--- config.mk ---
export PLATFORM = sky130hd
export DESIGN_NAME = cdc_bit_debounce
export DESIGN_NICKNAME = d
export VERILOG_FILES = /design/src/rtl/cdc_bit_debounce.sv
export SDC_FILE = /design/constraint.sdc
export NUM_CORES = 1
export LEC_CHECK = 0
export ABC_AREA = 0
export BUFFER_PORTS_ARGS = -buffer_cell sky130_fd_sc_hd__buf_2
export CORE_AREA = 2 2 39 41
export CTS_BUF_LIST = sky130_fd_sc_hd__clkbuf_8
export DETAILED_ROUTE_END_ITERATION = 12
export DIE_AREA = 0 0 41 43
export SYNTH_ARGS = -nofsm -noshare
export SYNTH_HDL_FRONTEND = slang
export SYNTH_SLANG_ARGS = --single-unit
--- constraint.sdc ---
create_clock -name out_clk -period 1.4 [get_ports out_clk]
set_input_delay 0 -clock out_clk [delete_from_list [all_inputs] [get_ports out_clk]]
set_output_delay 0 -clock out_clk [all_outputs]
set_load 0.02 [all_outputs]
--- src/rtl/cdc_bit_debounce.sv ---
// Per-bit glitch filter and edge detector for bits already synchronized into out_clk.
// A change is accepted after DEBOUNCE_CYCLES consecutive samples; acceptance updates level_out and pulses rise/fall.
module cdc_bit_debounce #(
    parameter int                     NUM_OF_BITS     = 1,
    parameter int                     DEBOUNCE_CYCLES = 16,
    parameter logic [NUM_OF_BITS-1:0] RESET_LEVEL     = '0
) (
    input  logic                   out_clk,
    input  logic                   out_reset,
    input  logic                   filter_en,
    input  logic [NUM_OF_BITS-1:0] sync_in,
    output logic [NUM_OF_BITS-1:0] level_out,
    output logic [NUM_OF_BITS-1:0] rise_pulse,
    output logic [NUM_OF_BITS-1:0] fall_pulse,
    output logic                   any_change
);

    localparam int               CNT_W       = $clog2(DEBOUNCE_CYCLES + 1);
    localparam logic [CNT_W-1:0] LP_CNT_LAST = CNT_W'(DEBOUNCE_CYCLES - 1);
    localparam bit               LP_NO_FILT  = (DEBOUNCE_CYCLES == 1);

    typedef enum logic {
        ST_STABLE  = 1'b0,
        ST_PENDING = 1'b1
    } state_t;

    state_t                   r_state     [NUM_OF_BITS];
    logic [CNT_W-1:0]         r_cnt       [NUM_OF_BITS];
    logic [NUM_OF_BITS-1:0]   r_level;
    logic [NUM_OF_BITS-1:0]   r_rise;
    logic [NUM_OF_BITS-1:0]   r_fall;
    logic                     r_any_change;

    state_t                   w_state_nxt [NUM_OF_BITS];
    logic [CNT_W-1:0]         w_cnt_nxt   [NUM_OF_BITS];
    logic [NUM_OF_BITS-1:0]   w_level_nxt;
    logic [NUM_OF_BITS-1:0]   w_rise_nxt;
    logic [NUM_OF_BITS-1:0]   w_fall_nxt;

    always_comb begin
        // NOTE: every output of this block gets a default first, so no path can infer a latch.
        w_level_nxt = r_level;
        w_rise_nxt  = '0;
        w_fall_nxt  = '0;
        for (int i = 0; i < NUM_OF_BITS; i++) begin
            w_state_nxt[i] = r_state[i];
            w_cnt_nxt[i]   = r_cnt[i];

            if (!filter_en || LP_NO_FILT) begin
                // Bypass drops any pending count and accepts the current sample.
                w_state_nxt[i] = ST_STABLE;
                w_cnt_nxt[i]   = '0;
                if (sync_in[i] != r_level[i]) begin
                    w_level_nxt[i] = sync_in[i];
                    w_rise_nxt[i]  = sync_in[i];
                    w_fall_nxt[i]  = ~sync_in[i];
                end
            end else begin
                case (r_state[i])
                    ST_STABLE: begin
                        w_cnt_nxt[i] = '0;
                        if (sync_in[i] != r_level[i]) begin
                            w_state_nxt[i] = ST_PENDING;
                            w_cnt_nxt[i]   = CNT_W'(1);
                        end
                    end
                    ST_PENDING: begin
                        if (sync_in[i] == r_level[i]) begin
                            w_state_nxt[i] = ST_STABLE;
                            w_cnt_nxt[i]   = '0;
                        end else if (r_cnt[i] == LP_CNT_LAST) begin
                            w_state_nxt[i] = ST_STABLE;
                            w_cnt_nxt[i]   = '0;
                            w_level_nxt[i] = sync_in[i];
                            w_rise_nxt[i]  = sync_in[i];
                            w_fall_nxt[i]  = ~sync_in[i];
                        end else begin
                            w_cnt_nxt[i] = r_cnt[i] + CNT_W'(1);
                        end
                    end
                    default: begin
                        w_state_nxt[i] = ST_STABLE;
                        w_cnt_nxt[i]   = '0;
                    end
                endcase
            end
        end
    end

    always_ff @(posedge out_clk or posedge out_reset) begin
        if (out_reset) begin
            // NOTE: state and counters are reset too, so a reset mid-count discards the pending change.
            for (int i = 0; i < NUM_OF_BITS; i++) begin
                r_state[i] <= ST_STABLE;
                r_cnt[i]   <= '0;
            end
            r_level      <= RESET_LEVEL;
            r_rise       <= '0;
            r_fall       <= '0;
            r_any_change <= 1'b0;
        end else begin
            // NOTE: non-blocking assignments keep every register sampling pre-edge values.
            for (int i = 0; i < NUM_OF_BITS; i++) begin
                r_state[i] <= w_state_nxt[i];
                r_cnt[i]   <= w_cnt_nxt[i];
            end
            r_level      <= w_level_nxt;
            r_rise       <= w_rise_nxt;
            r_fall       <= w_fall_nxt;
            r_any_change <= |{w_rise_nxt, w_fall_nxt};
        end
    end

    assign level_out  = r_level;
    assign rise_pulse = r_rise;
    assign fall_pulse = r_fall;
    assign any_change = r_any_change;

endmodule

Word level (Yosys, flattened, before mapping)
Cells that the tools add are included.
{"block": "word_totals", "register_bits": 10, "word_cells": 43, "inputBits": 4, "output_inout_bits": 4}
{"block": "op_classes", "reduce_logical": 3, "muxes": 25, "n_eq_ne": 6, "n_bitwise": 2, "n_addsub": 1}
{"cell": "2-to-1 mux 1 bit", "count": 20}
{"cell": "2-to-1 mux 5 bit", "count": 3}
{"cell": "case mux 5 bit (2 select lines)", "count": 1}
{"cell": "adder 5 x 1 -> 5 bit, second input constant", "count": 1}
{"cell": "== test 5 x 4 -> 1 bit, second input constant", "count": 1}
{"cell": "inequality test 2 x 1 -> 1 bit, second input constant", "count": 2}
{"cell": "AND reduction 4 bit", "count": 1}
{"cell": "inequality test 2 bit, second input constant", "count": 1}
{"cell": "NOT 1 bit", "count": 2}
{"cell": "case mux 1 bit (2 select lines)", "count": 1}
{"cell": "nonzero test 2 bit", "count": 1}
{"cell": "OR reduction 2 bit", "count": 1}
{"cell": "== test 1 bit", "count": 1}
{"cell": "inequality test 1 bit", "count": 1}

Longest topological paths before layout
{"block": "logic_depth", "depth_word": 6, "mapped_depth": 5, "mapped_depth_nobuf": 5}

Worst setup path after synthesis
No wires, ideal clock.
{"block": "synth_timing", "path_type": "register to register", "startpoint": "register r_level, in the netlist level_out", "endpoint": "register r_rise, in the netlist rise_pulse", "stages_incl_launch_ff": 5, "period_less_slack_ns": 1.281, "arrival_time_ns": 1.198, "required_time_ns": 1.318, "path_slack_ns": 0.119, "setup_ns": 0.082, "n_path_buf": 0, "cell_sequence": "dfrtp_1 > ha_1 > and3b_1 > nand2_1 > o22ai_1"}
{"block": "synth_between", "elab_chain_cells": 4, "word_cells_on_any_way": 6, "cone_classes": "2 x eq/ne; 4 x mux"}
{"element": "start: declaration", "line": "29", "source": "logic [NUM_OF_BITS-1:0] r_level;"}
{"element": "start signal: assignment", "line": "107", "source": "r_level <= w_level_nxt;"}
{"element": "== test 1 bit", "line": "68", "source": "if (sync_in[i] == r_level[i]) begin"}
{"element": "2-to-1 mux 1 bit", "line": "68"}
{"element": "2-to-1 mux 1 bit", "line": "59", "source": "case (r_state[i])"}
{"element": "2-to-1 mux 1 bit *", "line": "49", "source": "if (!filter_en || LP_NO_FILT) begin"}
{"element": "via w_rise_nxt", "line": "37", "source": "logic [NUM_OF_BITS-1:0] w_rise_nxt;"}
{"element": "end signal: assignment", "line": "108", "source": "r_rise <= w_rise_nxt;"}
{"element": "end: declaration", "line": "30", "source": "logic [NUM_OF_BITS-1:0] r_rise;"}
Mark *: on every way through the listed nets, which the timed path passes. The rest lies on a longest branch.
A chain may end at the register's enable or synchronous reset.

Worst setup path after layout
{"block": "layout_timing", "startpoint": "register r_cnt[0] in the netlist's numbering", "endpoint": "register r_level, in the netlist level_out"}
{"block": "layout_between", "elab_chain_cells": 3}
{"element": "start: declaration", "line": "28", "source": "logic [CNT_W-1:0] r_cnt [NUM_OF_BITS];"}
{"element": "start signal: indexed assignment", "line": "105", "source": "r_cnt[i] <= w_cnt_nxt[i];"}
{"element": "== test 5 x 4 -> 1 bit", "line": "71", "source": "end else if (r_cnt[i] == LP_CNT_LAST) begin"}
{"element": "inequality test 2 x 1 -> 1 bit (no source line)"}
{"element": "AND reduction 4 bit (no source line)"}
No other way between the ends.

==> results.md <==
* Max-cap violations at 0
* Syn_area_per_cell at between 10 and 15 sq um
* CTS Buffer Depth at 2
* Hpwl dp at 578 um
* Finished Cell Area at just under 600 sq um
* Xor/xnor share of the synthesized area at between 3 and 4%
* CTS buffer count at 3
* Post-synth top flop: dfrtp_1
* Post-route ant nets at 0
* Worst Path Required at between 1.5 and 2 ns
* Largest family of logic cells by synthesized area: simple AND/OR/NAND/NOR gates
* WS Path Type: reg2reg
* Reg2reg setup slack at between 0.08 and 0.09 ns
* Area of the die at between 0.0015 and 0.002 sq mm
* Core Util, Final at around 43%
* Synth Cell Area at around 480 sq um
* Comb power frac at a little over a quarter
* Diode count at 0
* Pleak at 0.300 nW
* VDD IR-drop max at around 0.00054 V
* Simple-gate share of the synthesized area at between 15 and 20%
* CP Launch Type: flip-flop
* Clock Power Share at around a third
* Switching share of power at 29.6%
* GRT met1 Usage at ~15%
* WL/cell at ~11 um
* Initial Util at about a third
* Cell internal pwr at ~0.63 mW
* FP Rows at 14
* Status: finished, final reports clean
* Ys async rst share at 100%
* FMAX at 760 MHz
* Post-synthesis sequential area ratio at between 50% and 60%
* Core region area at between 0.001 and 0.0015 sq mm
* Crit path time final at between 1 and 1.5 ns
* Max H-tree Level at 1
* Filler cells at 136
* M2 GR Usage at roughly 18%
* Worst-path clk slew at 0.04 ns
* Total grt overflow at 0
* Critical path endpoint category: flip-flop
* Iteration-0 DRC Markers at 5
* CTS tree: done
* Via density at approximately 4.9
* Nets@finish at 64
* Synth-to-Final Area Change at 23.2%
* Mapped Cells at between 40 and 50
* Setup Skew at between 0.0003 and 0.0004 ns
* Mux share of post-synthesis cell area at 0%
* CTS root buf: clkbuf_8
* Post-CTS Setup Inserts at 0
* DRT Wirelength at 781 um
* Commonest non-fill, non-tap cell in the layout: dfrtp_1
* Pin count of the biggest net entering global routing at 11
* P_sw at ~0.26 mW
* Post-route DRC at 0
* CTS sink count at 10
* GRT Total Usage at around an eighth
* Sequential power share at 41.8%
* Share of cells above drive strength 1 at roughly 27%
* Synth Register Bits at 10
* Initial antenna violation count at 0
* Worst Max-Slew Pin Slew at between 0.3 and 0.4 ns
* Post-synthesis adder-cell area fraction at under 10%
* Worst skew pair latency at 0.22 ns
* Die Height at between 40 and 50 um
* Placer Congestion at between 0.7 and 0.8
* GRT met3 Usage at 1.57%
* GRT Max-Usage Layer: met2
* Power Dens Cells at approximately 1500 mW/mm^2
* Hold Crit Class: in2reg
* Drt first pass iters at 4
* Final setup viols at 0
* Vias in the first global route at approximately 350
* CP Max Fanout at 7
* Final slew viol count at 0
* Syn nets at a little over 50
* I/O Buffers at 7
* Final period util at between 90% and 100%
* RSZ-0062 raised after global routing: false
* Arrival @ worst endpoint at roughly 1.5 ns
* Reg area at around 250 sq um
* Post-synth EDFFs at 0
* Multi-input gate area at just over 200 sq um
* Vias at approximately 350
* Compound-Gate Fraction of Synth Area at about an eighth
* Die Width at ~41 um
* Final setup TNS at 0 ns
* Synth warnings at 0
* Hold Vio Cnt, Final at 0
* I/O Pins at 8
* Relative slew slack at 74.6%
* Placed Area at between 500 and 600 sq um
* First-pass GRT wire length at around 1400 um
* Most frequent cells in the layout: dfrtp_1, buf_2, inv_1
* Number of distinct library cells after synthesis at 20
[cells by family (layout without fill, tap and decap cells)]
kind of cell	Yosys count	count (layout)
buffers and inverters	7	18
DFF	10	10
AOI/OAI and AO/OA	8	8
xor gates and xnor gates	2	2
adders and majority gates	3	3
and+or+nand+nor	14	14
[critical path: stages, from the launching register on]
cell and delay (ns):
dfrtp_1 0.39, ha_1 0.24, and4b_2 0.28, a31o_2 0.27, o31ai_2 0.05
[layer usage]
layer	share of wire, %	vias to the layer above
li1	-	175
met1	45	164
met2	51	6
met3	2.4	2
met4	1.5	0
met5	0	-
[area by class of cell]
| cell class | instances | area share (%) |
|---|---|---|
| Clock buffer | 3 | 6.99 |
| Inverter | 6 | 3.81 |
| Multi-Input combinational cell | 27 | 34.1 |
| Sequential cell | 10 | 42.4 |
| Tap cell | 16 | 3.39 |
| Timing Repair Buffer | 9 | 9.32 |
[repair_timing]
action / 4_1_cts / 5_1_grt
hold buffers: 2 / 0
gates resized for setup: 0 / 2
hold endpoints to repair: 11 / 0
endpoints found under the setup margin: 0 / 6
[final timing paths]
check / from / endpoint / cells past startpoint
max in group asynchronous: out_reset / r_cnt[2] / 3
min in group asynchronous: out_reset / fall_pulse / 3
worst max register to register: r_cnt[0] / level_out / 4
worst min register to register: r_cnt[4] / r_cnt[4] / 1
worst min-delay path: filter_en / rise_pulse / 2
worst max-delay path: r_cnt[0] / level_out / 4
[through the flow]
stage	setup slack (ns)	hold WS (ns)	instances	total power, mW
after floorplan	0.119	-0.160	44	0.545
after global placement	0.105	-0.00671	66	0.607
after detailed placement	0.0896	-0.0117	66	0.612
after CTS	0.0771	0.0716	71	0.899
after global routing	0.0189	0.0916	71	0.966
final	0.0840	0.0755	71	0.891
[Yosys cell counts, drive strengths merged, types with 2 or more instances]
cell   number  area, sq um
nand2       2         7.51
o22ai       2         12.5
o21ai       3         15.0
nand3       3         15.0
and3        3         18.8
inv         6         22.5
ha          3         37.5
nor2        2         7.51
dfrtp      10          250
[power by group through the flow]
stage	combinational, mW	sequential [mW]	clock (mW)
detailed placement	0.234	0.378	0
global route	0.269	0.384	0.314
floorplan	0.136	0.410	0
CTS	0.240	0.373	0.287
global placement	0.231	0.376	0
finish	0.238	0.373	0.280
[registers in the layout (all words and copies together) (netlist names)]
name        cells
r_cnt           5
fall_pulse      1
level_out       1
r_state         1
any_change      1
rise_pulse      1
Power figures use the tool's default switching activity.
